$ cat config.mk
export PLATFORM = sky130hd
export DESIGN_NAME = collision_scheduler_flat
export DESIGN_NICKNAME = d
export VERILOG_FILES = /design/src/rtl/collision_scheduler_if.sv /design/src/rtl/collision_scheduler.sv /design/src/flat_wrapper.sv
export SDC_FILE = /design/constraint.sdc
export NUM_CORES = 1
export LEC_CHECK = 0
export CELL_PAD_IN_SITES_DETAIL_PLACEMENT = 0
export CELL_PAD_IN_SITES_GLOBAL_PLACEMENT = 1
export CORE_ASPECT_RATIO = 1.4
export CORE_MARGIN = 3
export CORE_UTILIZATION = 41
export DETAILED_ROUTE_END_ITERATION = 16
export PLACE_DENSITY_LB_ADDON = 0.1
export SKIP_LAST_GASP = 1
export SYNTH_ARGS = -nofsm -noshare
export SYNTH_HDL_FRONTEND = slang
export SYNTH_SLANG_ARGS = --single-unit
$ cat constraint.sdc
create_clock -name clk -period 8.8 [get_ports clk]
set_clock_uncertainty 0.2 [all_clocks]
set_input_delay 0.88 -clock clk [delete_from_list [all_inputs] [get_ports clk]]
set_output_delay 0.88 -clock clk [all_outputs]
set_load 0.01 [all_outputs]
$ cat src/rtl/collision_scheduler_if.sv
// Handshake and geometry bundle between the runner and the collision scheduler.
interface collision_scheduler_if #(
  parameter int MAX_OBSTACLES = 3
);
  logic              start;
  logic              ducking;
  logic [9:0]        trex_x;
  logic [9:0]        trex_y;
  logic [9:0]        trex_w;
  logic [9:0]        trex_h;
  logic              obstacle_valid [MAX_OBSTACLES];
  logic signed [10:0] obstacle_x    [MAX_OBSTACLES];
  logic [9:0]        obstacle_y     [MAX_OBSTACLES];
  logic [9:0]        obstacle_w     [MAX_OBSTACLES];
  logic [9:0]        obstacle_h     [MAX_OBSTACLES];
  logic [1:0]        obstacle_kind  [MAX_OBSTACLES];
  logic [1:0]        obstacle_size  [MAX_OBSTACLES];
  logic              busy;
  logic              done;
  logic              crashed;
  logic [1:0]        hit_index;

  modport master (
    output start, ducking, trex_x, trex_y, trex_w, trex_h,
           obstacle_valid, obstacle_x, obstacle_y, obstacle_w, obstacle_h,
           obstacle_kind, obstacle_size,
    input  busy, done, crashed, hit_index
  );

  modport slave (
    input  start, ducking, trex_x, trex_y, trex_w, trex_h,
           obstacle_valid, obstacle_x, obstacle_y, obstacle_w, obstacle_h,
           obstacle_kind, obstacle_size,
    output busy, done, crashed, hit_index
  );
endinterface

$ cat src/rtl/collision_scheduler.sv
// Frame-rate collision checker: walks obstacle slots through one shared box
// comparator, coarse outer box first, then every T-rex/obstacle sub-box pair.
module collision_scheduler #(
  parameter int MAX_OBSTACLES = 3,
  parameter int TREX_BOXES    = 6
) (
  input  logic                 clk,
  input  logic                 rst,
  collision_scheduler_if.slave bus
);
  localparam logic [1:0] IDLE  = 2'd0;
  localparam logic [1:0] OUTER = 2'd1;
  localparam logic [1:0] FINE  = 2'd2;
  localparam logic [1:0] DONE  = 2'd3;

  typedef struct packed {
    logic [11:0] x;
    logic [11:0] y;
    logic [11:0] w;
    logic [11:0] h;
  } box_t;

  function automatic box_t mk(input int x, input int y, input int w, input int h);
    return '{x: 12'(x), y: 12'(y), w: 12'(w), h: 12'(h)};
  endfunction

  function automatic box_t place(input box_t b, input logic [11:0] ox, input logic [11:0] oy);
    box_t r;
    r   = b;
    r.x = b.x + ox;
    r.y = b.y + oy;
    return r;
  endfunction

  // Signed compare lets obstacles hanging off the left edge behave correctly.
  function automatic logic overlap(input box_t a, input box_t b);
    logic signed [11:0] ax, ay, aw, ah, bx, by, bw, bh;
    {ax, ay, aw, ah} = a;
    {bx, by, bw, bh} = b;
    return (ax < bx + bw) && (ax + aw > bx) && (ay < by + bh) && (ay + ah > by);
  endfunction

  function automatic box_t trex_box(input logic duck, input logic [2:0] i);
    if (duck) return mk(1, 18, 55, 25);
    case (i)
      3'd0:    return mk(22, 0, 17, 16);
      3'd1:    return mk(1, 18, 30, 9);
      3'd2:    return mk(10, 35, 14, 8);
      3'd3:    return mk(1, 24, 29, 5);
      3'd4:    return mk(5, 30, 21, 4);
      default: return mk(9, 34, 15, 4);
    endcase
  endfunction

  function automatic box_t obs_box(input logic [1:0] kind, input logic [1:0] size,
                                   input logic [11:0] total_w, input logic [2:0] j);
    box_t c0, c1, c2;
    if (kind == 2'd2) begin
      case (j)
        3'd0:    return mk(15, 15, 16, 5);
        3'd1:    return mk(18, 21, 24, 6);
        3'd2:    return mk(2, 14, 4, 3);
        3'd3:    return mk(6, 10, 4, 7);
        default: return mk(10, 8, 6, 9);
      endcase
    end
    if (kind == 2'd1) begin
      c0 = mk(0, 12, 7, 38);
      c1 = mk(8, 0, 7, 49);
      c2 = mk(13, 10, 10, 38);
    end else begin
      c0 = mk(0, 7, 5, 27);
      c1 = mk(4, 0, 6, 34);
      c2 = mk(10, 4, 7, 14);
    end
    // Groups stretch the middle box and pin the last box to the right edge.
    if (size > 2'd1) begin
      c1.w = total_w - c0.w - c2.w;
      c2.x = total_w - c2.w;
    end
    case (j)
      3'd0:    return c0;
      3'd1:    return c1;
      default: return c2;
    endcase
  endfunction

  logic [1:0]  state;
  logic [1:0]  oi;
  logic [2:0]  tb, ob;
  logic        busy_q, done_q, crashed_q;
  logic [1:0]  hit_q;

  logic        s_duck;
  logic [11:0] s_tx, s_ty, s_tw, s_th;
  logic        s_valid [MAX_OBSTACLES];
  logic [11:0] s_ox    [MAX_OBSTACLES];
  logic [11:0] s_oy    [MAX_OBSTACLES];
  logic [11:0] s_ow    [MAX_OBSTACLES];
  logic [11:0] s_oh    [MAX_OBSTACLES];
  logic [1:0]  s_kind  [MAX_OBSTACLES];
  logic [1:0]  s_size  [MAX_OBSTACLES];

  box_t t_outer, o_outer, t_fine, o_fine;
  logic outer_hit, fine_hit, ob_last, tb_last, slot_last;

  always_comb begin
    t_outer   = '{x: s_tx + 12'd1, y: s_ty + 12'd1, w: s_tw - 12'd2, h: s_th - 12'd2};
    o_outer   = '{x: s_ox[oi] + 12'd1, y: s_oy[oi] + 12'd1,
                  w: s_ow[oi] - 12'd2, h: s_oh[oi] - 12'd2};
    outer_hit = s_valid[oi] && overlap(t_outer, o_outer);
    t_fine    = place(trex_box(s_duck, tb), s_tx, s_ty);
    o_fine    = place(obs_box(s_kind[oi], s_size[oi], s_ow[oi], ob), s_ox[oi], s_oy[oi]);
    fine_hit  = overlap(t_fine, o_fine);
    ob_last   = (ob == ((s_kind[oi] == 2'd2) ? 3'd4 : 3'd2));
    tb_last   = s_duck || (tb == 3'(TREX_BOXES - 1));
    slot_last = (oi == 2'(MAX_OBSTACLES - 1));
  end

  always_ff @(posedge clk) begin
    if (!rst && state == IDLE && bus.start) begin
      s_duck <= bus.ducking;
      s_tx   <= {2'b00, bus.trex_x};
      s_ty   <= {2'b00, bus.trex_y};
      s_tw   <= {2'b00, bus.trex_w};
      s_th   <= {2'b00, bus.trex_h};
      for (int unsigned i = 0; i < MAX_OBSTACLES; i++) begin
        s_valid[i] <= bus.obstacle_valid[i];
        s_ox[i]    <= {bus.obstacle_x[i][10], bus.obstacle_x[i]};
        s_oy[i]    <= {2'b00, bus.obstacle_y[i]};
        s_ow[i]    <= {2'b00, bus.obstacle_w[i]};
        s_oh[i]    <= {2'b00, bus.obstacle_h[i]};
        s_kind[i]  <= bus.obstacle_kind[i];
        s_size[i]  <= bus.obstacle_size[i];
      end
    end
  end

  always_ff @(posedge clk) begin
    if (rst) begin
      state     <= IDLE;
      oi        <= '0;
      tb        <= '0;
      ob        <= '0;
      busy_q    <= 1'b0;
      done_q    <= 1'b0;
      crashed_q <= 1'b0;
      hit_q     <= '0;
    end else begin
      done_q <= 1'b0;
      case (state)
        IDLE: begin
          if (bus.start) begin
            crashed_q <= 1'b0;
            oi        <= '0;
            busy_q    <= 1'b1;
            state     <= OUTER;
          end
        end
        OUTER: begin
          if (outer_hit) begin
            tb    <= '0;
            ob    <= '0;
            state <= FINE;
          end else if (slot_last) begin
            busy_q <= 1'b0;
            done_q <= 1'b1;
            state  <= DONE;
          end else begin
            oi <= oi + 2'd1;
          end
        end
        FINE: begin
          if (fine_hit) begin
            crashed_q <= 1'b1;
            hit_q     <= oi;
            busy_q    <= 1'b0;
            done_q    <= 1'b1;
            state     <= DONE;
          end else if (!ob_last) begin
            ob <= ob + 3'd1;
          end else if (!tb_last) begin
            ob <= '0;
            tb <= tb + 3'd1;
          end else if (slot_last) begin
            busy_q <= 1'b0;
            done_q <= 1'b1;
            state  <= DONE;
          end else begin
            oi    <= oi + 2'd1;
            state <= OUTER;
          end
        end
        default: state <= IDLE;
      endcase
    end
  end

  assign bus.busy      = busy_q;
  assign bus.done      = done_q;
  assign bus.crashed   = crashed_q;
  assign bus.hit_index = hit_q;
endmodule

$ cat src/flat_wrapper.sv
// flat-port wrapper written by rule: the top's interface ports become plain ports
module collision_scheduler_flat 
#(
  parameter int MAX_OBSTACLES = 3,
  parameter int TREX_BOXES    = 6
)
  (clk, rst, bus_start, bus_ducking, bus_trex_x, bus_trex_y, bus_trex_w, bus_trex_h, bus_obstacle_valid, bus_obstacle_x, bus_obstacle_y, bus_obstacle_w, bus_obstacle_h, bus_obstacle_kind, bus_obstacle_size, bus_busy, bus_done, bus_crashed, bus_hit_index);
  collision_scheduler_if #(.MAX_OBSTACLES(MAX_OBSTACLES)) bus_i ();
  input  logic clk;
  input  logic rst;
  input wire logic [$bits(bus_i.start)-1:0] bus_start;
  input wire logic [$bits(bus_i.ducking)-1:0] bus_ducking;
  input wire logic [$bits(bus_i.trex_x)-1:0] bus_trex_x;
  input wire logic [$bits(bus_i.trex_y)-1:0] bus_trex_y;
  input wire logic [$bits(bus_i.trex_w)-1:0] bus_trex_w;
  input wire logic [$bits(bus_i.trex_h)-1:0] bus_trex_h;
  input wire logic [$bits(bus_i.obstacle_valid)-1:0] bus_obstacle_valid;
  input wire logic [$bits(bus_i.obstacle_x)-1:0] bus_obstacle_x;
  input wire logic [$bits(bus_i.obstacle_y)-1:0] bus_obstacle_y;
  input wire logic [$bits(bus_i.obstacle_w)-1:0] bus_obstacle_w;
  input wire logic [$bits(bus_i.obstacle_h)-1:0] bus_obstacle_h;
  input wire logic [$bits(bus_i.obstacle_kind)-1:0] bus_obstacle_kind;
  input wire logic [$bits(bus_i.obstacle_size)-1:0] bus_obstacle_size;
  output wire logic [$bits(bus_i.busy)-1:0] bus_busy;
  output wire logic [$bits(bus_i.done)-1:0] bus_done;
  output wire logic [$bits(bus_i.crashed)-1:0] bus_crashed;
  output wire logic [$bits(bus_i.hit_index)-1:0] bus_hit_index;
  assign bus_i.start = bus_start;
  assign bus_i.ducking = bus_ducking;
  assign bus_i.trex_x = bus_trex_x;
  assign bus_i.trex_y = bus_trex_y;
  assign bus_i.trex_w = bus_trex_w;
  assign bus_i.trex_h = bus_trex_h;
  assign bus_i.obstacle_valid = {>>{bus_obstacle_valid}};
  assign bus_i.obstacle_x = {>>{bus_obstacle_x}};
  assign bus_i.obstacle_y = {>>{bus_obstacle_y}};
  assign bus_i.obstacle_w = {>>{bus_obstacle_w}};
  assign bus_i.obstacle_h = {>>{bus_obstacle_h}};
  assign bus_i.obstacle_kind = {>>{bus_obstacle_kind}};
  assign bus_i.obstacle_size = {>>{bus_obstacle_size}};
  assign bus_busy = bus_i.busy;
  assign bus_done = bus_i.done;
  assign bus_crashed = bus_i.crashed;
  assign bus_hit_index = bus_i.hit_index;
  collision_scheduler #(.MAX_OBSTACLES(MAX_OBSTACLES), .TREX_BOXES(TREX_BOXES)) u_core (.clk(clk), .rst(rst), .bus(bus_i));
endmodule
==> impl_results.md, run 1 <==
* Least-Margin Pin Slew at around 1 ns
* Max Slew Vio Count at 0
* Period minus WS final at around 8.0 ns
* # DRC at 0
* Setup crit end kind: flop
* Row cnt at 85
* Tot Pwr at between 6 and 7 mW
* Antenna-violating nets left at 0
* DR WL/cell at 17.4 um
* Post-DP HPWL at 33800 um
* Worst Reg-to-Reg Cells at 34
* Commonest non-fill, non-tap cells in the layout: 237 x ha_1, 183 x clkdlybuf4s50_1, 176 x edfxtp_1
* Largest buffer count on any clock path at 2
* Final Setup Violations at 0
* Max cap viols at 0
* Num CTS Buffers at 17
* Initial antenna violation count at 0
* Syn. warnings at 0
* Asr flop ratio synth at 0%
* Final Instance Area at approximately 19000 um2
* Leakage power at about 7.8 nW
* Mapped Nets at approximately 2000
* F_max at ~120 MHz
* Area after DPL at approximately 19000 um2
* GR Overflow Total at 0
* Layout cells sized above 1 at 4.94%
* Max stage delay on crit path at approximately 0.49 ns
* Peak supply drop at around 0.16 mV
* Critical path launch point type: flop
* Hold buffer count at cts at 0
* Synthesized area at between 15000 and 20000 um2
* Vias in the first global route at 12099
* Post-synth EDFFs at 176
* Hold depth at 2
* Kind of critical path: reg -> reg
* Post-synth top flop: edfxtp_1
* Final Hold Violating Endpoints at 0
* Pwr/cell area at ~320 nW/um2
* Seq/Total Area, Yosys at 35.0%
* TritonCTS clock tree: yes
* Post-cts gate resize count at 0
* Critical path data arrival time at around 8.1 ns
* Initial Util at a little over two fifths
* Share of the clock period used by the worst path at 91.0%
* Relative slew slack at 30.3%
* Syn avg cell area at between 9 and 10 um2
* Gpl congestion at between 0.8 and 0.9
* Largest net degree at the start of global routing at 86
* Top Ports at 187
* Worst Slack Setup Final at between 0.7 and 0.8 ns
* Final wirelength at roughly 41000 um
* CP Data Required Time at between 8 and 9 ns
* P&R area growth vs syn at 18.9%
* Htree depth at 4
* Tot GR Track Use at between 10% and 20%
* Postcts setup bufs at 0
* Vias at 12047
* Core region area at 38600 um2
* Hold Path Class: reg -> reg
* Count of cell types in the netlist at 81
* Finished Layout Cells at between 2000 and 2500
* RSZ-0062 raised after global routing: no
* Detailed Routing Iterations Pass 1 at 5
* Wire length of the first global-routing pass at ~63000 um
* Die height at around 240 um
* Die X at roughly 170 um
* Vias/cell at around 5
* Yosys reg bits at slightly below 200
* DIE AREA at between 40000 and 50000 um2
* Syn Inst Count at roughly 1600
* Port buffer count at between 150 and 200
* Critical Path Fanout Max at 14
* Most common cell after layout, fill and taps aside: ha_1
* Dpl ws at 0.752 ns
* Nets@finish at approximately 2200
* Clock-pin slew of the registers on the worst-case setup and hold paths at around 0.09 ns
* Ant diodes at 0
* Iteration-0 DRC Markers at ~530
* CTS root buffer: clkbuf_16
* Outcome: finished, final reports clean
* Setup TNS at 0 ns
* Slowest-stage cell, CP: or4bb_1
* Worst-Skew Late Latency at roughly 0.47 ns
* Sink Count at 193
* Placed cell count at around 2300
## final cells by class
cell class	count	area (um2)
Clock buffer	18	429
Clock inverter	14	156
Fill cell	3561	19500
Inverter	161	604
Multi-Input combinational cell	1235	9670
Sequential cell	193	5630
Tap cell	522	653
Timing Repair Buffer	202	1970
## worst max-delay path, delay by kind of cell (launching register included)
family / cells / cell delay, ns
xor+xnor: 3 / 0.43
mux: 1 / 0.10
flops: 1 / 0.39
compound gates: 15 / 3.13
simple gates: 10 / 1.96
buf+inv: 1 / 0.27
fa+ha+maj: 4 / 1.33
## where the power goes
part	switching (mW)	leakage, nW	total [mW]	internal (mW)
registers	0.0672	1.77	1.21	1.15
logic	2.37	5.72	4.15	1.78
clock network	0.400	0.284	0.783	0.383
## stage by stage
stage,hold slack (ns),util [%]
after floorplan,0.277,-
after global placement,0.304,48.0
after detailed placement,0.312,48.0
after CTS,0.323,49.5
after global routing,0.365,49.5
final,0.315,49.5
## per-layer routing
metal / vias up / track usage (%) / wire length (um)
li1: 6219 / - / -
met3: 34 / 3.43 / 1650
met1: 5567 / 24.6 / 18400
met2: 227 / 34.6 / 20100
met5: - / 0 / 0
met4: 0 / 5.34 / 704
## worst paths after layout
path / from / endpoint / slack, ns
setup reg to reg: flop / flop / 0.79
hold / removal: u_core.bus.busy / u_core.bus.busy / 0.32
setup / recovery: flop / flop / 0.79
hold reg to reg: u_core.bus.busy / u_core.bus.busy / 0.32
## state kept, by name, indices dropped and copies added, names as in the netlist, 3 cells and up, named ones only
| name | cells |
|---|---|
| u_core.s_ow | 30 |
| u_core.s_tw | 10 |
| u_core.s_ox | 33 |
| u_core.s_ty | 10 |
| u_core.tb | 3 |
| u_core.s_kind | 6 |
| u_core.s_size | 3 |
| u_core.s_valid | 3 |
| u_core.s_tx | 10 |
| u_core.s_th | 10 |
| u_core.s_oy | 30 |
| u_core.ob | 3 |
| u_core.s_oh | 30 |
## cells in the mapped netlist (20+ instances only)
library cell	n	area share [%]
ha_1	237	18
edfxtp_1	176	33
inv_1	160	3.7
nor2_1	115	2.7
a21oi_1	112	3.5
xnor2_1	101	5.5
nand2_1	84	2.0
xor2_1	63	3.4
o21ai_0	60	1.9
nand3_1	47	1.5
mux2i_1	43	2.7
a21o_1	36	1.7
nor3_1	33	1.0
o21a_1	31	1.4
o21bai_1	30	1.4
nor2b_1	22	0.86
nand2b_1	20	0.78
## kinds of logic (layout without fill, tap and decap cells)
logic type | Yosys count | count (layout) | synth area share (%)
AO/OA/AOI/OAI | 360 | 360 | 14.4
XOR/XNOR | 167 | 167 | 9.32
buffers and inverters | 190 | 395 | 4.93
AND/OR/NAND/NOR | 393 | 393 | 12.0
adder cells (fa/ha/maj) | 249 | 249 | 19.9
other | 1 | 1 | 0.0233
flip-flops | 193 | 193 | 35.0
multiplexers | 65 | 65 | 4.40
No activity file was read; power rests on OpenSTA's default activity.
==> run 2: changes to the inputs <==
Settings changed: CAP_MARGIN set to 20, CORE_MARGIN 3 to 1.5.
==> run 2 against run 1 <==
Against the previous run:
- via count is 0.39% lower
- critical path depth stayed put
- sequential share of layout area hardly changed
- setup slack worse by 0.069 ns
- design area hardly changed
- fmax is 0.86% lower
- count of clock-buffer cells in the layout is 1 lower
- wire length is 0.32% lower
- utilization hardly changed
- power is 0.39% higher
- sequential power hardly changed
- sequential cell count stayed put
- largest cell class unchanged
==> impl_results.md, run 2 (same netlist as run 1, synthesis figures left out) <==
* Outcome: finished, final reports clean
* Port buffer count at about 180
* Most common cell after layout, fill and taps aside: ha_1
* Nets@finish at 2238
* Layout cells sized above 1 at 4.84%
* Critical Path Fanout Max at 6
* Worst Reg-to-Reg Cells at 34
* Kind of critical path: reg -> reg
* GR Overflow Total at 0
* Die height at around 240 um
* Post-layout util at between 40% and 50%
* Wire length of the first global-routing pass at 63800 um
* Initial antenna violation count at 1
* Critical path data arrival time at 8.17 ns
* CP Data Required Time at 8.89 ns
* Largest net degree at the start of global routing at 84
* Final wirelength at about 41000 um
* Final Instance Area at ~19000 um2
* Post-cts gate resize count at 0
* Peak supply drop at roughly 0.18 mV
* Num CTS Buffers at 17
* Hold Path Class: reg -> reg
* Setup crit end kind: flop
* Setup TNS at 0 ns
* Tot GR Track Use at approximately a fifth
* Clock power frac at a little over an eighth
* Max cap viols at 0
* Max stage delay on crit path at 0.49 ns
* Largest buffer count on any clock path at 2
* Post-DP HPWL at between 30000 and 40000 um
* Period minus WS final at ~8.1 ns
* DIE AREA at slightly above 40000 um2
* Core region area at 38600 um2
* WHS Endpoint: u_core.bus.hit_index[1]
* Gpl congestion at around 0.84
* F_max at 124 MHz
* RSZ-0062 raised after global routing: no
* Sequential group share of total power at 19.7%
* Area after DPL at around 19000 um2
* Critical Path Most Common Cell: nand2_1
* Vias at between 10000 and 15000
* Vias in the first global route at approximately 12000
* Antenna-violating nets left at 0
* Pint at 3.35 mW
* TritonCTS clock tree: yes
* CTS root buffer: clkbuf_16
* DR WL/cell at 17.4 um
* # DRC at 0
* Hold buffer count at cts at 0
* Combinational share of power at between 60% and 70%
* Postcts setup bufs at 0
* Final Hold Violating Endpoints at 0
* Slowest-stage cell, CP: or4bb_1
* Clock-pin slew of the registers on the worst-case setup and hold paths at 0.08 ns
* Hold Crit Start: u_core.bus.hit_index[1]
* Hold depth at 2
* Iteration-0 DRC Markers at 501
* Relative slew slack at between 20 and 25%
* Max reg flops at 33
* Worst-Skew Late Latency at 0.47 ns
* Worst R2R Setup Slack at a little over 0.7 ns
* Leakage power at approximately 7.8 nW
* Register bank with the most flops: u_core.s_ox
* P&R area growth vs syn at 18.9%
* Vias/cell at approximately 5.1
* Least-Margin Pin Slew at 1.17 ns
* Row cnt at 85
* Initial Util at a little over two fifths
* Switching power at around 2.8 mW
* Commonest non-fill, non-tap cells in the layout: 237 x ha_1, 183 x clkdlybuf4s50_1, 176 x edfxtp_1
* Htree depth at 4
* Critical path launch point type: flop
* Final Setup Violations at 0
* Share of the clock period used by the worst path at around nine tenths
* Max Slew Vio Count at 0
* Pwr/cell area at between 300 and 400 nW/um2
* Die X at 170 um
* Sink Count at approximately 190
* Top Ports at between 150 and 200
* Detailed Routing Iterations Pass 1 at 5
* Switching Fraction at about 46%
run 2: cell types whose count changed in the layout (fill, tap and decap cells not counted), sizes merged:
cell    before  now
clkbuf      18   17
bufinv       0    2
inv        169  168
diode        0    1
buf         19   16
run 2: per-layer routing:
metal  GRT usage, %  wire (um)
met2           35.9      19700
met1           26.2      18600
met5              0         13
met4           6.97        990
met3           3.58       1400
run 2: power by group through the flow:
stage               logic (mW)  clock network [mW]  registers, mW
floorplan                 3.07                   0           1.22
global placement          4.06                   0           1.23
detailed placement        4.14                   0           1.24
CTS                       4.17               0.862           1.22
global route              4.71               0.891           1.23
finish                    4.13               0.832           1.22
run 2: critical path: cells and delay by family (launching register included):
| kind | cells | cell delay (ns) |
|---|---|---|
| AOI/OAI and AO/OA | 14 | 2.68 |
| xor gates and xnor gates | 3 | 0.44 |
| adders and majority gates | 4 | 1.37 |
| DFF | 1 | 0.41 |
| muxes | 2 | 0.57 |
| and+or+nand+nor | 11 | 2.20 |
run 2: area by class of cell:
class	count	area [um2]
sequential	193	5630
timing repair buffer	199	1950
clock inverter	15	189
inverter	161	604
fill	3598	19500
tap	522	653
multi-input combinational	1235	9670
clock buffer	17	425
antenna	1	2.50
run 2: worst max-delay path by stage:
stage	startpoint	end	slack, ns	depth (start not counted)
finish	flop	flop	0.72	34
global route	flop	flop	0.08	34
CTS	flop	flop	0.68	34
detailed placement	flop	flop	0.74	34
global placement	flop	u_core.tb[1]	0.86	29
floorplan	flop	u_core.ob[1]	1.62	36
run 2: metrics by stage:
stage	worst slack [ns]	std cells	hold WS (ns)	power, mW
after global routing	0.0783	2342	0.352	6.83
after global placement	0.860	2310	0.303	5.30
after detailed placement	0.738	2310	0.317	5.38
after CTS	0.683	2342	0.333	6.25
after floorplan	1.62	1618	0.277	4.29
final	0.721	2343	0.321	6.17
==> run 3: changes to the inputs <==
Settings changed: MAX_ROUTING_LAYER set to met4.
==> run 3 against run 2 <==
Against the previous run:
- count of clock-buffer cells in the layout stayed put
- fmax is 0.13% lower
- hold slack better by 0.0023 ns
- critical path depth stayed put
- wire length is 0.14% higher
- final cell count stayed put
- sequential cell count stayed put
- register-to-register slack hardly changed
- first-iteration DRC count is 17% higher
- utilization is 0.094 points lower
- via count is 0.73% higher
==> impl_results.md, run 3 (same netlist as run 1, synthesis figures left out) <==
* Die height at about 240 um
* Critical path launch point type: flop
* Sink Count at around 190
* Outcome: finished, final reports clean
* Top Ports at roughly 190
* Nets@finish at approximately 2200
* Critical path data arrival time at ~8 ns
* Die X at ~170 um
* Final Setup Violations at 0
* Largest net degree at the start of global routing at slightly above 70
* Antenna-violating nets left at 0
* Final Hold Violating Endpoints at 0
* Critical Path Fanout Max at 14
* Port buffer count at 183
* Layout cells sized above 1 at 4.89%
* Max cap viols at 0
* Detailed Routing Iterations Pass 1 at 5
* DR WL/cell at 17.4 um
* Max reg flops at 33
* Period minus WS final at slightly above 8 ns
* Tot Pwr at ~6 mW
* Iteration-0 DRC Markers at 587
* WHS at between 0.3 and 0.4 ns
* Wire length of the first global-routing pass at between 60000 and 70000 um
* F_max at between 100 and 150 MHz
* Most common cell after layout, fill and taps aside: ha_1
* Core region area at between 30000 and 40000 um2
* Vias/cell at 5.16
* Pwr/cell area at around 320 nW/um2
* Peak supply drop at 0.170 mV
* Hold Path Class: reg -> reg
* Kind of critical path: reg -> reg
* Num CTS Buffers at 17
* CP Data Required Time at about 8.9 ns
* Max Slew Vio Count at 0
* Hold buffer count at cts at 0
* Slowest-stage cell, CP: or4bb_1
* Final wirelength at 40800 um
* Share of the clock period used by the worst path at between 90 and 100%
* Htree depth at 4
* Least-Margin Pin Slew at between 1 and 1.5 ns
* Row cnt at 85
* Clock-pin slew of the registers on the worst-case setup and hold paths at around 0.080 ns
* Setup crit end kind: flop
* Worst-Skew Late Latency at roughly 0.47 ns
* TritonCTS clock tree: yes
* Register bank with the most flops: u_core.s_ox
* Post-cts gate resize count at 0
* Tot GR Track Use at between 20% and 30%
* Largest buffer count on any clock path at 2
* Gpl congestion at between 0.8 and 0.9
* Postcts setup bufs at 0
* P&R area growth vs syn at 18.7%
* Initial antenna violation count at 0
* CTS root buffer: clkbuf_16
* Commonest non-fill, non-tap cells in the layout: 237 x ha_1, 183 x clkdlybuf4s50_1, 176 x edfxtp_1
* Ant diodes at 0
* Vias in the first global route at roughly 12000
* RSZ-0062 raised after global routing: no
* Post-DP HPWL at ~34000 um
* Relative slew slack at 23.6%
* Leakage power at a little under 8 nW
* # DRC at 0
* GR Overflow Total at 0
* Initial Util at between 40% and 50%
* Setup TNS at 0 ns
* Max stage delay on crit path at slightly below 0.5 ns
* DIE AREA at 40400 um2
* Vias at about 12000
## run 3: cell count changes in the layout (fill, tap and decap cells not counted)
cell	previous run	this run
inv_6	3	1
clkinv_2	1	4
inv_8	5	4
buf_4	16	17
bufinv_16	2	0
diode_2	1	0
clkinv_8	1	3
## run 3: final timing paths
path              startpoint               to  slack [ns]  depth (start not counted)
max                     flop             flop        0.71                         34
min          u_core.bus.busy  u_core.bus.busy        0.32                          2
max reg2reg             flop             flop        0.71                         34
min reg2reg  u_core.bus.busy  u_core.bus.busy        0.32                          2
## run 3: where the power goes
| part | internal (mW) | switching (mW) | leakage, nW |
|---|---|---|---|
| combinational | 1.77 | 2.34 | 5.71 |
| clock | 0.375 | 0.398 | 0.283 |
| sequential | 1.15 | 0.0685 | 1.77 |
## run 3: critical path, delay by kind of cell, from the launching register on
kind / cells / cell delay [ns]
flops: 1 / 0.39
mux: 1 / 0.10
compound gates: 15 / 3.13
buf+inv: 1 / 0.27
fa+ha+maj: 4 / 1.36
xor+xnor: 3 / 0.45
simple gates: 10 / 2.01
## run 3: area by class of cell
class	count	area, um2
Fill cell	3635	19500
Multi-Input combinational cell	1235	9670
Sequential cell	193	5630
Timing Repair Buffer	200	1960
Tap cell	522	653
Inverter	161	604
Clock buffer	17	425
Clock inverter	15	148
## run 3: metrics by stage
step / cell area, um2 / std cells / utilization (%) / worst slack (ns)
2_1_floorplan: 16100 / 1618 / - / 1.62
3_3_place_gp: 18500 / 2311 / 48.0 / 0.823
3_5_place_dp: 18500 / 2311 / 48.0 / 0.765
4_1_cts: 19100 / 2343 / 49.5 / 0.712
5_1_grt: 19100 / 2343 / 49.5 / 0.0506
6_report: 19100 / 2343 / 49.5 / 0.710
## run 3: per-layer routing
layer,wire length [um],GRT usage (%),up-vias
met3,1370,3.00,37
met5,0,-,-
met1,18400,26.1,5595
li1,-,-,6227
met4,1100,7.72,0
met2,19800,35.8,229
==> RTL edit 1 (settings of run 1) <==
`MAX_OBSTACLES` is set to 3 in 3 places; all go to 6.
--- a/src/rtl/collision_scheduler_if.sv
+++ b/src/rtl/collision_scheduler_if.sv
@@ -1,6 +1,6 @@
 // Handshake and geometry bundle between the runner and the collision scheduler.
 interface collision_scheduler_if #(
-  parameter int MAX_OBSTACLES = 3
+  parameter int MAX_OBSTACLES = 6
 );
   logic              start;
   logic              ducking;
--- a/src/rtl/collision_scheduler.sv
+++ b/src/rtl/collision_scheduler.sv
@@ -1,7 +1,7 @@
 // Frame-rate collision checker: walks obstacle slots through one shared box
 // comparator, coarse outer box first, then every T-rex/obstacle sub-box pair.
 module collision_scheduler #(
-  parameter int MAX_OBSTACLES = 3,
+  parameter int MAX_OBSTACLES = 6,
   parameter int TREX_BOXES    = 6
 ) (
   input  logic                 clk,
--- a/src/flat_wrapper.sv
+++ b/src/flat_wrapper.sv
@@ -1,7 +1,7 @@
 // flat-port wrapper written by rule: the top's interface ports become plain ports
 module collision_scheduler_flat 
 #(
-  parameter int MAX_OBSTACLES = 3,
+  parameter int MAX_OBSTACLES = 6,
   parameter int TREX_BOXES    = 6
 )
   (clk, rst, bus_start, bus_ducking, bus_trex_x, bus_trex_y, bus_trex_w, bus_trex_h, bus_obstacle_valid, bus_obstacle_x, bus_obstacle_y, bus_obstacle_w, bus_obstacle_h, bus_obstacle_kind, bus_obstacle_size, bus_busy, bus_done, bus_crashed, bus_hit_index);
Ports: changed (7 resized); port bits go from 187 to 325. The function was not compared with the original's and may differ.
==> RTL edit 1 against run 1 <==
  * Total power is 3.0% higher
  * Hold slack got worse by 16 ps
  * Routed wire length is 11% higher
  * Global-route usage grew 0.33 points
  * Worst setup slack worse by 100 ps
  * Design area rose by 9.9%
  * Synthesized area increased by 7.9%
  * Sequential cell count increased by 45
  * Non-clock buffer count is 35 higher
  * Critical path type unchanged
  * Largest power group unchanged
==> RTL edit 1: results (changes against run 1) <==
- Worst R2R Setup Slack: 690 ps (-100 ps)
- Global-route wire length before repair: 69,700 um (+9.9%)
- Vias per Instance: 5.29 (+3.0%)
- GRT Total Usage: 19.9% (+0.33 points)
- Layout cells sized above 1: 5.32% (+0.39 points)
- Number of synthesized flops with an enable pin: 221 (+26%)
- Clock-pin slew on the worst setup and hold paths: 60 ps (-30 ps)
- Most instantiated cells after synthesis: 234 x ha_1, 221 x edfxtp_1, 163 x inv_1, 105 x nor2_1, 102 x xnor2_1
- Max clock buf depth: 3 (+1)
- CTS H-tree depth: 1 (-3)
- Num CTS Buffers: 25 (+8)
- Worst-Skew Late Latency: 560 ps (+90 ps)
- Routed length per instance: 19.2 um (+10%)
- Status: complete, no violations
- Largest net degree at the start of global routing: 85 (-1.2%)
- Final RePlAce weighted congestion: 0.863 (-3.0%)
- CP max stage delay: 640 ps (+150 ps)
- Fillers: 3,742 (+5.1%)
- Initial detailed-routing violation count: 526 (-0.19%)
- Placed inst area: 0.0202 mm2 (+9.2%)
- Hold Crit Endpoint: u_core.bus.hit_index[1]
- CP Max Fanout: 13 (-1)
- Minimum clock period: 8110 ps (+105 ps)
- Worst path arrival time: 8360 ps (+260 ps)
- Worst vdd ir: 0.216 mV (+33%)
- Post-synthesis sequential area ratio: 40.2% (+5.2 points)
- Slowest CP cell: mux4_2
-- RTL edit 1: critical path: cells and delay by family (launching register included) --
kind	cells	cell delay, ps
buffers and inverters	1	60
AOI/OAI and AO/OA	16	3310
xor gates and xnor gates	3	530
muxes	1	640
adders and majority gates	5	1480
and+or+nand+nor	8	1410
DFF	1	390
-- RTL edit 1: kinds of logic (layout without fill, tap and decap cells) --
kind of cell / after synthesis / count (layout) / share of synthesized area [%]
flops: 238 / 238 / 40.2
buf+inv: 192 / 446 / 4.48
other cells: 1 / 3 / 0.0216
mux: 52 / 52 / 6.39
xor+xnor: 166 / 166 / 8.46
simple gates: 348 / 348 / 10.1
compound gates: 325 / 325 / 12.1
fa+ha+maj: 246 / 246 / 18.3
-- RTL edit 1: how the worst max path moves through the flow --
stage,from,to,depth (start not counted)
floorplan,rst,u_core.s_duck,2
detailed placement,register,u_core.state[1],34
CTS,register,u_core.state[1],34
finish,register,u_core.state[1],34
global placement,register,u_core.state[1],34
global route,register,u_core.tb[1],34
-- RTL edit 1: through the flow --
stage / std cells / hold slack, ps / util (%) / power [mW]
floorplan: 1568 / 260 / - / 4.36
global placement: 2317 / 277 / 48.8 / 5.30
detailed placement: 2317 / 289 / 48.8 / 5.39
CTS: 2362 / 305 / 50.6 / 6.43
global route: 2364 / 344 / 50.6 / 6.95
finish: 2364 / 299 / 50.6 / 6.33
-- RTL edit 1: power by group --
part	total (mW)	switching [mW]	internal (mW)
Clock	1.01	0.445	0.562
Sequential	1.46	0.0626	1.40
Combinational	3.86	2.20	1.67
-- RTL edit 1: layout make-up --
class / count / area, um2 / share of cell area (%)
Timing Repair Buffer: 237 / 2360 / 11.2
Inverter: 164 / 616 / 2.93
Sequential cell: 238 / 6980 / 33.2
Multi-Input combinational cell: 1138 / 9610 / 45.7
Clock buffer: 36 / 667 / 3.17
Tap cell: 540 / 676 / 3.22
Antenna cell: 2 / 5.00 / 0.0238
Clock inverter: 9 / 98.8 / 0.470
-- RTL edit 1: routing by layer --
metal	GRT usage (%)	wire (um)	vias up
met2	41.2	26500	229
met4	7.54	1730	0
met1	19.6	15800	5951
li1	-	-	6257
met5	0	0	-
met3	2.35	1440	67
==> RTL edit 2 (settings of run 1) <==
Without the edit above. Reset style: asynchronous (`rst`), changed in one clocked block.
--- a/src/rtl/collision_scheduler.sv
+++ b/src/rtl/collision_scheduler.sv
@@ -136,7 +136,7 @@
     end
   end
 
-  always_ff @(posedge clk) begin
+  always_ff @(posedge clk or posedge rst) begin
     if (rst) begin
       state     <= IDLE;
       oi        <= '0;
Formal check against the unedited RTL: differs if rst is asserted again (counterexample within 4 cycles, from zero or initial values and one cycle with rst high); with rst held inactive, the same outputs for 4 cycles.
==> RTL edit 2 against run 1 <==
  * Sequential cell count is 2 lower
  * Die area decreased by 1.3%
  * Routed wire length grew 2.8%
  * Synthesized area down 1.3%
  * Synthesized cell count down 2.7%
  * Design area shrank 0.69%
  * Worst setup slack worse by 18 ps
  * Count of clock-buffer cells in the layout shrank 1
  * Cell count down 2.1%
Power is not shown: default switching activity piles up to over one toggle a cycle in this logic, so the estimate is an artifact.
==> RTL edit 2: results (changes against run 1) <==
- Status: complete, no violations
- # nets final: 2,196 (-2.0%)
- DP HPWL: 35,100 um (+3.9%)
- Vias in the first global route: 12,300 (+1.9%)
- Core Area: 0.0379 mm2 (-1.7%)
- Largest net degree at the start of global routing: 83 (-3.5%)
- Top post-synthesis cells by area: edfxtp_1 33%, ha_1 19%, xnor2_1 5.7%
- Most instantiated cells after synthesis: 235 x ha_1, 176 x edfxtp_1, 157 x inv_1, 114 x a21oi_1, 114 x nor2_1
- Root buf cell: clkbuf_16
- Number of flip-flops in the largest register: 33 (unchanged)
- Layout cells sized above 1: 4.89% (-0.049 points)
- Final RePlAce weighted congestion: 0.845 (-5.0%)
- Compound-gate portion of the synthesized area: 13.7% (-0.66 points)
- CP Max Fanout: 12 (-2)
- Slowest CP cell: or4_1
- GRT Total Usage: 20.7% (+1.2 points)
- Mux cell area share after synthesis: 4.86% (+0.47 points)
- Routed length per instance: 18.3 um (+5.0%)
- Antenna violations before repair: 0 (unchanged)
- Num CTS Buffers: 17 (unchanged)
- Post-synth top flop: edfxtp_1
- Worst path arrival time: 8170 ps (+70 ps)
- Global-route wire length before repair: 65,500 um (+3.4%)
- IO buf count: 183 (unchanged)
- Worst-Skew Late Latency: 460 ps
- Syn_nets: 2,004 (-2.2%)
- Clock-pin slew on the worst setup and hold paths: 80 ps
- Post-synth ARST share: 7.85% (+7.9 points)
- Number of synthesized flops with an enable pin: 176 (unchanged)
- CP max stage delay: 580 ps (+90 ps)
- Vias per Instance: 5.21 (+1.5%)
- Distinct cells, synth: 90 (+11%)
- Rel. slew slack: 34.4% (+4.2 points)
- Max clock buf depth: 2 (unchanged)
- Fillers: 3,532 (-0.81%)
- Post-Synth XOR/XNOR Area: 9.05% (-0.27 points)
- Initial detailed-routing violation count: 551 (+4.6%)
- Post-synthesis sequential area ratio: 35.7% (+0.68 points)
- Fraction of the mapped netlist area in adder cells: 20.0% (+0.10 points)
-- RTL edit 2: changes by cell type after synthesis, sizes merged, moves of 6 or more --
cell and change:
nand3 -13, o31ai -14, mux2i +8, dfrtp +15
clkbuf -10, o211ai +6, o21ai -7, nor3 -7
dfxtp -17, o21a -10, buf +6
-- RTL edit 2: area by class of cell --
| class | instances | area share, % |
|---|---|---|
| inverters | 160 | 3.18 |
| clock inverters | 15 | 1.18 |
| flip-flops and latches | 191 | 29.8 |
| clock buffers | 17 | 2.24 |
| repair buffers | 198 | 10.2 |
| multi-input cells | 1199 | 49.9 |
| well taps | 516 | 3.40 |
-- RTL edit 2: critical path, delay by kind of cell (launching register included) --
family / cells / cell delay (ps)
adders and majority gates: 5 / 1410
xor gates and xnor gates: 3 / 540
buffers and inverters: 3 / 490
muxes: 1 / 290
DFF: 1 / 460
and+or+nand+nor: 9 / 2040
AOI/OAI and AO/OA: 13 / 2470
-- RTL edit 2: worst paths after layout --
path | endpoint | depth (start not counted) | startpoint | slack (ps)
setup / recovery | u_core.ob[2] | 34 | u_core.oi[0] | 770
hold / removal | u_core.bus.hit_index[1] | 2 | u_core.bus.hit_index[1] | 280
setup reg to reg | u_core.ob[2] | 34 | u_core.oi[0] | 770
hold reg to reg | u_core.bus.hit_index[1] | 2 | u_core.bus.hit_index[1] | 280
max in group asynchronous | u_core.oi[0] | 2 | rst | 7300
min in group asynchronous | u_core.bus.done | 2 | rst | 680
-- RTL edit 2: per-stage QoR --
step                      cells  hold slack (ps)  area (um2)  worst slack, ps
after floorplan            1575              311       15900              232
after global placement     2264              267       18300              791
after detailed placement   2264              271       18300              760
after CTS                  2296              290       19000              729
after global routing       2296              319       19000              135
final                      2296              281       19000              773
-- RTL edit 2: cell families after synthesis --
family | after synthesis
buffers and inverters | 185
AND/OR/NAND/NOR | 383
multiplexers | 68
XOR/XNOR | 164
AO/OA/AOI/OAI | 336
adder cells (fa/ha/maj) | 247
flip-flops | 191
other | 1
-- RTL edit 2: metal layers --
layer	vias to the layer above	part of all wire (%)	GRT usage, %
met1	5646	41	24.0
met5	-	0	0
met4	0	2.3	6.54
met3	41	3.5	2.98
met2	204	53	38.9
li1	6078	-	-
